## src/rtl/key_debounce_bank.sv

```systemverilog
// Multi-channel push-button conditioner: per-key synchroniser, stable-count debounce,
// press/release pulses and long-press detection from one shared hold-tick prescaler.

module key_debounce_lane #(
   parameter int STABLE_CNT = 1000,
   parameter int ACTIVE_LOW = 1,
   parameter int LONG_TICKS = 1000,
   parameter int CNT_W      = 10,
   parameter int HOLD_W     = 10
) (
   input  logic clk50M,
   input  logic rst_,
   input  logic key_raw,
   input  logic tick,
   output logic key_pressed,
   output logic press_p,
   output logic release_p,
   output logic long_p,
   output logic long_held
);
   localparam logic              IDLE     = (ACTIVE_LOW != 0);
   localparam logic [CNT_W-1:0]  CNT_LAST = CNT_W'(STABLE_CNT - 1);
   localparam logic [HOLD_W-1:0] HOLD_MAX = HOLD_W'(LONG_TICKS);
   localparam logic [HOLD_W-1:0] HOLD_PRE = HOLD_W'(LONG_TICKS - 1);

   logic              s1_q, s1_d, s2_q, s2_d, db_q, db_d;
   logic [CNT_W-1:0]  cnt_q, cnt_d;
   logic [HOLD_W-1:0] hold_q, hold_d;
   logic              press_q, press_d, release_q, release_d;
   logic              long_q, long_d, held_q, held_d;
   logic              accept, pressed_now;

   assign pressed_now = (db_q != IDLE);

   always_comb begin
      s1_d      = key_raw;
      s2_d      = s1_q;
      db_d      = db_q;
      cnt_d     = '0;
      hold_d    = hold_q;
      press_d   = 1'b0;
      release_d = 1'b0;
      long_d    = 1'b0;
      held_d    = held_q;
      accept    = 1'b0;
      // any cycle where the synchronised level matches db restarts the count
      if (s2_q != db_q) begin
         if (cnt_q == CNT_LAST) begin
            db_d   = s2_q;
            accept = 1'b1;
         end else begin
            cnt_d = cnt_q + 1'b1;
         end
      end
      if (accept) begin
         hold_d = '0;
         if (pressed_now) begin
            release_d = 1'b1;
            held_d    = 1'b0;
         end else begin
            press_d = 1'b1;
         end
      end else if (!pressed_now) begin
         hold_d = '0;
      end else if (tick && (hold_q != HOLD_MAX)) begin
         hold_d = hold_q + 1'b1;
         if (hold_q == HOLD_PRE) begin
            long_d = 1'b1;
            held_d = 1'b1;
         end
      end
   end

   always_ff @(posedge clk50M or negedge rst_) begin
      if (!rst_) begin
         s1_q      <= IDLE;
         s2_q      <= IDLE;
         db_q      <= IDLE;
         cnt_q     <= '0;
         hold_q    <= '0;
         press_q   <= 1'b0;
         release_q <= 1'b0;
         long_q    <= 1'b0;
         held_q    <= 1'b0;
      end else begin
         s1_q      <= s1_d;
         s2_q      <= s2_d;
         db_q      <= db_d;
         cnt_q     <= cnt_d;
         hold_q    <= hold_d;
         press_q   <= press_d;
         release_q <= release_d;
         long_q    <= long_d;
         held_q    <= held_d;
      end
   end

   assign key_pressed = pressed_now;
   assign press_p     = press_q;
   assign release_p   = release_q;
   assign long_p      = long_q;
   assign long_held   = held_q;
endmodule

module key_debounce_bank #(
   parameter int N_KEYS     = 4,
   parameter int STABLE_CNT = 1000,
   parameter int ACTIVE_LOW = 1,
   parameter int TICK_DIV   = 50000,
   parameter int LONG_TICKS = 1000
) (
   input  logic              clk50M,
   input  logic              rst_,
   input  logic [N_KEYS-1:0] KEY,
   output logic [N_KEYS-1:0] key_pressed,
   output logic [N_KEYS-1:0] press_p,
   output logic [N_KEYS-1:0] release_p,
   output logic [N_KEYS-1:0] long_p,
   output logic [N_KEYS-1:0] long_held
);
   localparam int CNT_W  = $clog2(STABLE_CNT + 1);
   localparam int TDIV_W = $clog2(TICK_DIV);
   localparam int HOLD_W = $clog2(LONG_TICKS + 1);
   localparam logic [TDIV_W-1:0] TDIV_LAST = TDIV_W'(TICK_DIV - 1);

   logic [TDIV_W-1:0] tdiv_q, tdiv_d;
   logic              tick;

   assign tick = (tdiv_q == TDIV_LAST);

   always_comb begin
      tdiv_d = tick ? '0 : tdiv_q + 1'b1;
   end

   always_ff @(posedge clk50M or negedge rst_) begin
      if (!rst_) tdiv_q <= '0;
      else       tdiv_q <= tdiv_d;
   end

   for (genvar i = 0; i < N_KEYS; i++) begin : g_lane
      key_debounce_lane #(
         .STABLE_CNT (STABLE_CNT),
         .ACTIVE_LOW (ACTIVE_LOW),
         .LONG_TICKS (LONG_TICKS),
         .CNT_W      (CNT_W),
         .HOLD_W     (HOLD_W)
      ) u_lane (
         .clk50M      (clk50M),
         .rst_        (rst_),
         .key_raw     (KEY[i]),
         .tick        (tick),
         .key_pressed (key_pressed[i]),
         .press_p     (press_p[i]),
         .release_p   (release_p[i]),
         .long_p      (long_p[i]),
         .long_held   (long_held[i])
      );
   end
endmodule

```

## config.mk

```make
export PLATFORM = sky130hd
export DESIGN_NAME = key_debounce_bank
export DESIGN_NICKNAME = d
export VERILOG_FILES = /design/src/rtl/key_debounce_bank.sv
export SDC_FILE = /design/constraint.sdc
export NUM_CORES = 1
export LEC_CHECK = 0
export ABC_CLOCK_PERIOD_IN_PS = 3150
export CAP_MARGIN = 20
export CORE_MARGIN = 2
export CORE_UTILIZATION = 50
export CTS_CLUSTER_DIAMETER = 150
export DETAILED_ROUTE_END_ITERATION = 7
export PLACE_DENSITY = 0.68
export REMOVE_ABC_BUFFERS = 1
export SYNTH_ARGS = -nofsm -noshare
export SYNTH_HDL_FRONTEND = slang
export SYNTH_SLANG_ARGS = --single-unit
```

## constraint.sdc

```tcl
create_clock -name clk50M -period 3.15 [get_ports clk50M]
set_input_delay 0.4725 -clock clk50M [delete_from_list [all_inputs] [get_ports clk50M]]
set_output_delay 0.4725 -clock clk50M [all_outputs]
set_load 0.05 [all_outputs]
```

==> impl_metrics.toml, run 1 <==
[status]
status = "finished clean"

[die]
die_x_um = 114
num_io_pins = 26
die_height_um = 114
num_rows = 40
coreArea_um2 = 11900
floorplan.die_area_um2 = 13000
initial_core_util_pct = 50.9

[cells_and_area]
multi_input_comb_area_um2 = 2590
antenna_cells_inserted = 0
layout-drive-gt1-share_pct = 9.26
final_core_utilization_pct = 57.8
ff_latch_area_um2 = 3120
layout-area-overhead-vs-synth_pct = 13.6
nNetsFinal = 643
n_fill_cell = 1010

[sta]
final.setup.tns_ns = 0
total_of_endpoints_with_negative_setup_slack_in_the_final_report = 0
worst_slew_margin_rel_pct = 55.9
rsz0062_at_grt = "no"
finalCritPeriodShare_pct = 73.1
clock.fmax_mhz = 434
worst-slew-pin-transition_ns = 0.661
report.final.slew_viol_count = 0
final.setup_skew_ns = 0.00924
fin_hold_ws_ns = 0.0774
final.min_clock_period_ns = 2.30
final-hold-violation-count = 0

[power]
power_density_nw_per_um2 = 523
power.static_leakage_nw = 2.86
ir_worst_vdd_mv = 0.359
fin_total_pwr_mw = 3.60

[setup_path]
timing.critical_path.fanout_max = 39
endpoint_kind = "register"
worstSetupPathType = "register to register"
worstPathArrival_ns = 2.58
timing.critical_path.required_ns = 3.43
timing.critical_path.from_type = "register"
crit_path_start = "tdiv_q[0]"
worst_r2r_startpoint = "tdiv_q[0]"

[global_route]
groute.usage.overall_pct = 20.3
grt_max_degree = 50
antenna_found_initial = 0
first_pass_grt_wire_length_mm = 20.9
grt_pass1_vias = 4581
grt_overflow_total = 0

[clock_tree]
cts_buffers = 17
ctsHoldBuffers = 0
clock_pin_slew_worst_setup_and_hold_paths_ns = 0.05
cts_setup_buffers = 0
root_buffer = "sky130_fd_sc_hd__clkbuf_16"
post_cts_resized = 0
cts_htree_levels = 4
clock_insertion_delay_worst_skew_ns = 0.42
clock_path_buffers = 2
clock_tree_from_tritoncts = "built"
cts_num_sinks = 124

[placement]
detailedPlacementHpwl_mm = 7.88
port-buffer-count = 25
gpl.final_weighted_congestion = 0.796

[routing]
detail_route.first_pass.iterations = 5
antenna_left = 0
routed-via-count = 4533
route.detailed.wl_per_inst_um = 15.1
route.detailed.drc = 0
drt_iter0_markers = 300
viasPerCell = 5.78
routed_wl_mm = 11.8

[yosys]
synth_seq_cells = 124
yosys_warnings = 0
seq_area_frac_synth_pct = 51.5
synth_enable_flop_cells = 0
synth_cells = 610
synth.avg_cell_area_um2 = 9.93
ys_types = 41
asyncSetResetFlopFracSynth_pct = 100
syn_area_um2 = 6060
ys.flop_type = "sky130_fd_sc_hd__dfrtp_1"

[min_path]
hold_removal_path_class = "input pin to asynchronous set/reset pin"

[run]
drv.max_cap_violation_count = 0
worst max-delay path, stage by stage (launching register included):
cell                      delay, ns
sky130_fd_sc_hd__dfrtp_1       0.37
sky130_fd_sc_hd__ha_1          0.20
sky130_fd_sc_hd__and3_1        0.37
sky130_fd_sc_hd__nand4_4       0.47
sky130_fd_sc_hd__buf_4         0.37
sky130_fd_sc_hd__o31ai_1       0.28
sky130_fd_sc_hd__a21oi_1       0.11
sequential cells by signal, indices dropped and copies added (netlist names):
signal                   flops
g_lane.u_lane.cnt_q         40
g_lane.u_lane.hold_q        40
tdiv_q                      16
g_lane.u_lane.db_q           4
g_lane.u_lane.long_held      4
g_lane.u_lane.long_p         4
g_lane.u_lane.press_p        4
g_lane.u_lane.release_p      4
g_lane.u_lane.s1_q           4
g_lane.u_lane.s2_q           4
routing by layer:
metal | track usage (%) | vias to the layer above | routed length [um]
met5 | 0 | - | 0
met4 | 10.2 | 0 | 250
met2 | 32.2 | 75 | 5740
met3 | 5.08 | 18 | 345
li1 | - | 2193 | -
met1 | 25.9 | 2247 | 5500
worst paths after layout:
check                                        endpoint  cells past startpoint  slack, ns
max                        g_lane[0].u_lane.hold_q[7]                      6       0.85
min                         g_lane[1].u_lane.cnt_q[0]                      1       0.08
max reg2reg                g_lane[0].u_lane.hold_q[7]                      6       0.85
min reg2reg                     g_lane[0].u_lane.s2_q                      0       0.35
max in group asynchronous       g_lane[3].u_lane.s1_q                      2       2.21
min in group clk50M             g_lane[0].u_lane.s2_q                      0       0.35
layout by cell type (no fill, tap or decap), types with 2 or more instances in the layout:
cell,count
sky130_fd_sc_hd__a21o_1,3
sky130_fd_sc_hd__a21oi_1,44
sky130_fd_sc_hd__a31o_2,2
sky130_fd_sc_hd__and2_1,8
sky130_fd_sc_hd__and3_1,8
sky130_fd_sc_hd__and4_1,5
sky130_fd_sc_hd__and4_2,2
sky130_fd_sc_hd__and4bb_2,2
sky130_fd_sc_hd__buf_4,6
sky130_fd_sc_hd__bufinv_16,2
sky130_fd_sc_hd__clkbuf_1,5
sky130_fd_sc_hd__clkbuf_16,17
sky130_fd_sc_hd__clkbuf_8,3
sky130_fd_sc_hd__clkdlybuf4s50_1,24
sky130_fd_sc_hd__clkinv_2,4
sky130_fd_sc_hd__dfrtp_1,112
sky130_fd_sc_hd__dfstp_2,12
sky130_fd_sc_hd__ha_1,13
sky130_fd_sc_hd__inv_1,34
sky130_fd_sc_hd__nand2_1,42
sky130_fd_sc_hd__nand2b_1,5
sky130_fd_sc_hd__nand3_1,33
sky130_fd_sc_hd__nand4_1,21
sky130_fd_sc_hd__nand4b_1,2
sky130_fd_sc_hd__nor2_1,59
sky130_fd_sc_hd__nor3_1,19
sky130_fd_sc_hd__nor4_1,6
sky130_fd_sc_hd__nor4b_1,2
sky130_fd_sc_hd__o21ai_0,17
sky130_fd_sc_hd__o21ai_2,3
sky130_fd_sc_hd__o31ai_1,25
sky130_fd_sc_hd__or3_1,6
sky130_fd_sc_hd__or3_2,2
sky130_fd_sc_hd__or4_1,34
sky130_fd_sc_hd__xnor2_1,27
sky130_fd_sc_hd__xor2_1,20
cell usage after synthesis, types with 8 or more instances:
cell	instances	area, um^2
sky130_fd_sc_hd__and3_1	8	50.1
sky130_fd_sc_hd__and2_1	8	50.1
sky130_fd_sc_hd__o21ai_0	17	85.1
sky130_fd_sc_hd__inv_1	34	128
sky130_fd_sc_hd__clkbuf_1	11	41.3
sky130_fd_sc_hd__nand3_1	33	165
sky130_fd_sc_hd__or4_1	34	255
sky130_fd_sc_hd__nand4_1	21	131
sky130_fd_sc_hd__xor2_1	20	175
sky130_fd_sc_hd__o31ai_1	25	188
sky130_fd_sc_hd__dfstp_2	12	315
sky130_fd_sc_hd__a21oi_1	44	220
sky130_fd_sc_hd__ha_1	13	163
sky130_fd_sc_hd__xnor2_1	27	236
sky130_fd_sc_hd__nand2_1	42	158
sky130_fd_sc_hd__buf_4	20	150
sky130_fd_sc_hd__nor3_1	19	95.1
sky130_fd_sc_hd__dfrtp_1	112	2800
sky130_fd_sc_hd__nor2_1	59	221
through the flow:
step | instances | area (um^2) | setup slack [ns]
final | 784 | 6880 | 0.847
after global routing | 784 | 6880 | 0.594
after CTS | 784 | 6880 | 0.809
after detailed placement | 752 | 6310 | 0.841
after global placement | 752 | 6310 | 0.988
after floorplan | 575 | 5840 | 1.13
kinds of logic after synthesis:
kind of cell | Yosys count | synth area share [%]
buf+inv | 69 | 5.70
simple gates | 261 | 23.8
compound gates | 96 | 9.52
fa+ha+maj | 13 | 2.68
xor+xnor | 47 | 6.79
flops | 124 | 51.5
power breakdown:
group | switching [mW] | internal, mW
clock network | 0.676 | 1.22
logic | 0.0513 | 0.0216
registers | 0.0138 | 1.62
final cells by class:
type                       count  share of cell area, %
clock buffer                  25                   7.05
clock inverter                 7                   1.27
inverter                      34                   1.85
multi-input combinational    417                   37.7
sequential                   124                   45.3
tap                          147                   2.67
timing repair buffer          30                   4.14
No activity file was read; power rests on OpenSTA's default activity.
==> inputs of run 2 (changes only) <==
--- a/config.mk
+++ b/config.mk
@@ -5,7 +5,7 @@
 export SDC_FILE = /design/constraint.sdc
 export NUM_CORES = 1
 export LEC_CHECK = 0
-export ABC_CLOCK_PERIOD_IN_PS = 3150
+export ABC_CLOCK_PERIOD_IN_PS = 2350
 export CAP_MARGIN = 20
 export CORE_MARGIN = 2
 export CORE_UTILIZATION = 50
==> constraint.sdc (replaced) <==
create_clock -name clk50M -period 2.35 [get_ports clk50M]
set_input_delay 0.3525 -clock clk50M [delete_from_list [all_inputs] [get_ports clk50M]]
set_output_delay 0.3525 -clock clk50M [all_outputs]
set_load 0.05 [all_outputs]
==> run 2 against run 1 <==
Against the previous run:
- clock power rose by 31%
- clock skew is 0.00099 ns higher
- via count down 0.42%
- critical path depth is 4 lower
- first-iteration DRC count is 27% higher
- clock-buffer cell count shrank 1
- sequential power up 34%
- hold slack gained 0.26 ns
- sequential share of layout area decreased by 0.24 points
- wire length fell by 2.6%
- die area did not move
- register-to-register slack worse by 0.55 ns
- largest power group unchanged
==> impl_metrics.toml, run 2 (synthesis gave the netlist of run 1 again) <==
[status]
status = "finished clean"

[cells_and_area]
layout_commonest_cell = "sky130_fd_sc_hd__dfrtp_1"
post_layout_instance_area_um2 = 6920
top_regs = "g_lane.u_lane.cnt_q: 40 flops, g_lane.u_lane.hold_q: 40 flops, tdiv_q: 16 flops"
highest_count_cells_in_the_layout_ignoring_fill_and_taps = "sky130_fd_sc_hd__dfrtp_1, sky130_fd_sc_hd__nor2_1, sky130_fd_sc_hd__a21oi_1, sky130_fd_sc_hd__nand2_1"
n_fill_cell = 1026
layout-area-overhead-vs-synth_pct = 14.2
antenna_cells_inserted = 0
layout-drive-gt1-share_pct = 10.0
nNetsFinal = 647

[global_route]
grt.met3_usage_pct = 5.66
top_usage_layer = "met2"
antenna_found_initial = 0
grt_pass1_vias = 4374
grt_overflow_total = 0
groute.usage.overall_pct = 19.5
grt.met1_usage_pct = 25.9
grt.met2_usage_pct = 30.0
grt_max_degree = 46
first_pass_grt_wire_length_mm = 20.1

[die]
num_rows = 40
num_io_pins = 26
floorplan.die_area_um2 = 13000
coreArea_um2 = 11900
die_height_um = 114
die_x_um = 114
initial_core_util_pct = 50.9

[sta]
final.setup_skew_ns = 0.0102
final-hold-violation-count = 0
finalCritPeriodShare_pct = 92.4
final.min_clock_period_ns = 2.17
total_of_endpoints_with_negative_setup_slack_in_the_final_report = 0
final.setup.tns_ns = 0
clock.fmax_mhz = 461
worst_slew_margin_rel_pct = 61.5
rsz0062_at_grt = "no"
worst-slew-pin-transition_ns = 0.577
report.final.slew_viol_count = 0

[setup_path]
worst_path_max_delay_cell = "sky130_fd_sc_hd__clkdlybuf4s50_1"
crit_path_max_incr_delay_ns = 0.72
timing.critical_path.cells = "inv_1 -> clkdlybuf4s50_1"
timing.critical_path.from_type = "register"
timing.critical_path.required_ns = 2.00
worstPathArrival_ns = 1.82
worstSetupPathType = "register to output port"
endpoint_kind = "output port"
timing.critical_path.fanout_max = 5

[clock_tree]
root_buffer = "sky130_fd_sc_hd__clkbuf_16"
clock_tree_from_tritoncts = "built"
cts_num_sinks = 124
clock_insertion_delay_worst_skew_ns = 0.42
clock_pin_slew_worst_setup_and_hold_paths_ns = 0.05
cts_htree_levels = 4
cts_buffers = 17
clock_path_buffers = 2
post_cts_resized = 0

[placement]
placement.cell_area_um2 = 6340
gpl.final_weighted_congestion = 0.817
port-buffer-count = 25
detailedPlacementHpwl_mm = 7.77

[run]
drv.max_cap_violation_count = 0

[routing]
viasPerCell = 5.74
routed-via-count = 4514
route.detailed.drc = 0
route.detailed.wl_per_inst_um = 14.6
detail_route.first_pass.iterations = 4
routed_wl_mm = 11.5
drt_iter0_markers = 382
antenna_left = 0

[power]
power.static_leakage_nw = 2.88
ir_worst_vdd_mv = 0.460
power_density_nw_per_um2 = 689

[min_path]
hold_removal_path_class = "input pin to register"
[run 2: path summary, 6_finish.rpt]
path / from / end / slack [ns] / depth (start not counted)
worst min register to register: g_lane[1].u_lane.s1_q / g_lane[1].u_lane.s2_q / 0.35 / 0
min in group asynchronous: rst_ / g_lane[1].u_lane.cnt_q[7] / 0.47 / 2
worst max register to register: tdiv_q[0] / g_lane[3].u_lane.hold_q[5] / 0.30 / 6
worst max-delay path: g_lane[1].u_lane.db_q / key_pressed[1] / 0.18 / 2
max in group asynchronous: rst_ / g_lane[2].u_lane.s2_q / 1.14 / 3
worst min-delay path: KEY[3] / g_lane[3].u_lane.s1_q / 0.33 / 1
[run 2: cell type report]
cell class	count	area [um^2]	area share, %
Clock buffer	24	502	7.25
Clock inverter	7	62.6	0.904
Inverter	34	128	1.84
Multi-Input combinational cell	417	2590	37.5
Sequential cell	124	3120	45.1
Tap cell	147	184	2.66
Timing Repair Buffer	34	330	4.77
[run 2: where the power goes]
group / internal (mW) / switching [mW]
logic: 0.0334 / 0.0693
registers: 2.17 / 0.0180
clock network: 1.58 / 0.900
total: 3.78 / 0.988
[run 2: critical path: cells and delay by family (launching register included)]
family / cells / cell delay (ns)
flops: 1 / 0.57
buf+inv: 2 / 0.81
[run 2: what timing repair did]
item / in CTS / in global routing
hold endpoints to repair: 37 / 0
setup buffers: 0 / 0
hold buffers: 1 / 0
[run 2: per-layer routing]
metal	vias up	part of all wire (%)
li1	2194	-
met1	2223	48
met2	76	46
met3	21	3.6
met4	0	2.0
met5	-	0
[run 2: stage by stage]
stage               utilization (%)  setup slack (ns)  cells  hold slack [ns]  power (mW)
CTS                            58.1             0.163    787            0.320        4.81
global route                   58.1             0.137    787            0.321        4.93
finish                         58.1             0.179    787            0.334        4.76
detailed placement             53.3             0.332    755            0.347        2.33
global placement               53.3             0.404    755            0.347        2.32
floorplan                         -             0.326    575           0.0569        2.25
==> inputs of run 3 (changes only) <==
--- a/config.mk
+++ b/config.mk
@@ -5,11 +5,11 @@
 export SDC_FILE = /design/constraint.sdc
 export NUM_CORES = 1
 export LEC_CHECK = 0
-export ABC_CLOCK_PERIOD_IN_PS = 2350
+export ABC_CLOCK_PERIOD_IN_PS = 2700
 export CAP_MARGIN = 20
 export CORE_MARGIN = 2
 export CORE_UTILIZATION = 50
-export CTS_CLUSTER_DIAMETER = 150
+export CTS_CLUSTER_DIAMETER = 40
 export DETAILED_ROUTE_END_ITERATION = 7
 export PLACE_DENSITY = 0.68
 export REMOVE_ABC_BUFFERS = 1
==> constraint.sdc (replaced) <==
create_clock -name clk50M -period 2.7 [get_ports clk50M]
set_input_delay 0.405 -clock clk50M [delete_from_list [all_inputs] [get_ports clk50M]]
set_output_delay 0.405 -clock clk50M [all_outputs]
set_load 0.05 [all_outputs]
==> run 3 against run 2 <==
Against the previous run:
- cell count shrank 0.13%
- total power shrank 10%
- final area grew 0.45%
- setup slack gained 0.32 ns
- first-iteration DRC count shrank 26%
- sequential power shrank 13%
- flip-flop and latch count is the same
- largest power group unchanged
- highest routed layer unchanged
- via count shrank 0.53%
- global-route usage shrank 0.067 points
- critical path depth is the same
==> impl_metrics.toml, run 3 (synthesis gave the netlist of run 1 again) <==
[clock_tree]
clock_insertion_delay_worst_skew_ns = 0.42
clock_pin_slew_worst_setup_and_hold_paths_ns = 0.06
cts_num_sinks = 124
cts_buffers = 17
cts_setup_buffers = 0
cts_htree_levels = 4
root_buffer = "sky130_fd_sc_hd__clkbuf_16"
ctsHoldBuffers = 1
post_cts_resized = 0
clock_tree_from_tritoncts = "built"
clock_path_buffers = 2

[cells_and_area]
highest_count_cells_in_the_layout_ignoring_fill_and_taps = "sky130_fd_sc_hd__dfrtp_1, sky130_fd_sc_hd__nor2_1, sky130_fd_sc_hd__a21oi_1, sky130_fd_sc_hd__nand2_1"
layout_commonest_cell = "sky130_fd_sc_hd__dfrtp_1"
final_core_utilization_pct = 58.4
layout-area-overhead-vs-synth_pct = 14.7
antenna_cells_inserted = 0
nNetsFinal = 645
top_regs = "g_lane.u_lane.cnt_q: 40 flops, g_lane.u_lane.hold_q: 40 flops, tdiv_q: 16 flops"
n_fill_cell = 989
layout-drive-gt1-share_pct = 9.39

[die]
coreArea_um2 = 11900
floorplan.die_area_um2 = 13000
initial_core_util_pct = 50.9
num_rows = 40
num_io_pins = 26
die_height_um = 114
die_x_um = 114

[global_route]
grt_max_degree = 42
grt_overflow_total = 0
first_pass_grt_wire_length_mm = 20.1
groute.usage.overall_pct = 19.4
antenna_found_initial = 0
grt_pass1_vias = 4406

[routing]
route.detailed.drc = 0
detail_route.first_pass.iterations = 4
routed_wl_mm = 11.5
drt_iter0_markers = 282
viasPerCell = 5.71
route.detailed.wl_per_inst_um = 14.6
routed-via-count = 4490
antenna_left = 0

[setup_path]
crit_path_max_incr_delay_ns = 0.71
endpoint_kind = "output port"
timing.critical_path.cells = "inv_1 -> clkdlybuf4s50_1"
worst_path_max_delay_cell = "sky130_fd_sc_hd__clkdlybuf4s50_1"
timing.critical_path.from_type = "register"
timing.critical_path.fanout_max = 5
worstPathArrival_ns = 1.79
timing.critical_path.required_ns = 2.30
worstSetupPathType = "register to output port"

[sta]
worst_slew_margin_rel_pct = 61.8
final.setup_skew_ns = 0.00802
total_of_endpoints_with_negative_setup_slack_in_the_final_report = 0
final.setup.tns_ns = 0
worst-slew-pin-transition_ns = 0.573
finalCritPeriodShare_pct = 81.4
final.min_clock_period_ns = 2.20
report.final.slew_viol_count = 0
final-hold-violation-count = 0
rsz0062_at_grt = "no"
clock.fmax_mhz = 455

[placement]
gpl.final_weighted_congestion = 0.814
port-buffer-count = 25
detailedPlacementHpwl_mm = 7.67

[min_path]
hold_removal_path_class = "register to register"

[power]
ir_worst_vdd_mv = 0.633
power_density_nw_per_um2 = 617
power.static_leakage_nw = 2.88

[run]
drv.max_cap_violation_count = 0

[status]
status = "finished clean"
==> run 3: cell count changes in the layout (fill, tap and decap cells not counted) <==
cell / before / now
sky130_fd_sc_hd__bufinv_16: 1 / 3
sky130_fd_sc_hd__clkinv_2: 5 / 3
sky130_fd_sc_hd__buf_12: 1 / 2
sky130_fd_sc_hd__clkbuf_8: 5 / 3
sky130_fd_sc_hd__buf_4: 8 / 5
sky130_fd_sc_hd__clkbuf_1: 2 / 5
==> run 3: layout make-up <==
cell class	count	area, um^2	share of cell area, %
Clock inverter	7	113	1.62
Multi-Input combinational cell	417	2590	37.3
Tap cell	147	184	2.65
Inverter	34	128	1.84
Sequential cell	124	3120	44.9
Clock buffer	25	485	6.98
Timing Repair Buffer	32	328	4.72
==> run 3: worst paths after layout <==
path	end	cells after the start	slack, ns	startpoint
hold reg to reg	g_lane[0].u_lane.s2_q	0	0.35	g_lane[0].u_lane.s1_q
max in group asynchronous	g_lane[2].u_lane.db_q	3	1.45	rst_
setup / recovery	key_pressed[1]	2	0.50	g_lane[1].u_lane.db_q
min in group asynchronous	g_lane[1].u_lane.hold_q[2]	2	0.52	rst_
hold / removal	g_lane[0].u_lane.s2_q	0	0.35	g_lane[0].u_lane.s1_q
setup reg to reg	g_lane[1].u_lane.hold_q[8]	5	0.56	tdiv_q[0]
==> run 3: metal layers <==
layer  part of all wire [%]  track usage (%)  routed length, um
met5                      0                0                  0
met2                     48             30.7               5530
met3                    3.4             5.98                390
met1                     48             25.1               5470
met4                   0.78             7.64                 90
==> run 3: critical path: cells and delay by family (launching register included) <==
kind                   cells  cell delay, ns
DFF                        1            0.57
buffers and inverters      2            0.80
==> run 3: where the power goes <==
| part | internal [mW] | switching, mW | leakage (nW) | total (mW) |
|---|---|---|---|---|
| logic | 0.0303 | 0.0604 | 0.927 | 0.0907 |
| clock network | 1.52 | 0.775 | 0.291 | 2.29 |
| registers | 1.89 | 0.0157 | 1.67 | 1.90 |
| total | 3.44 | 0.851 | 2.88 | 4.29 |
==> run 3: through the flow <==
step	cells	instance area, um^2	hold WS (ns)	total power, mW	worst slack, ns
2_1_floorplan	575	5840	0.109	1.96	0.676
3_3_place_gp	753	6340	0.345	2.02	0.659
3_5_place_dp	753	6340	0.349	2.03	0.565
4_1_cts	786	6950	0.357	4.34	0.482
5_1_grt	786	6950	0.359	4.44	0.406
6_report	786	6950	0.353	4.29	0.503
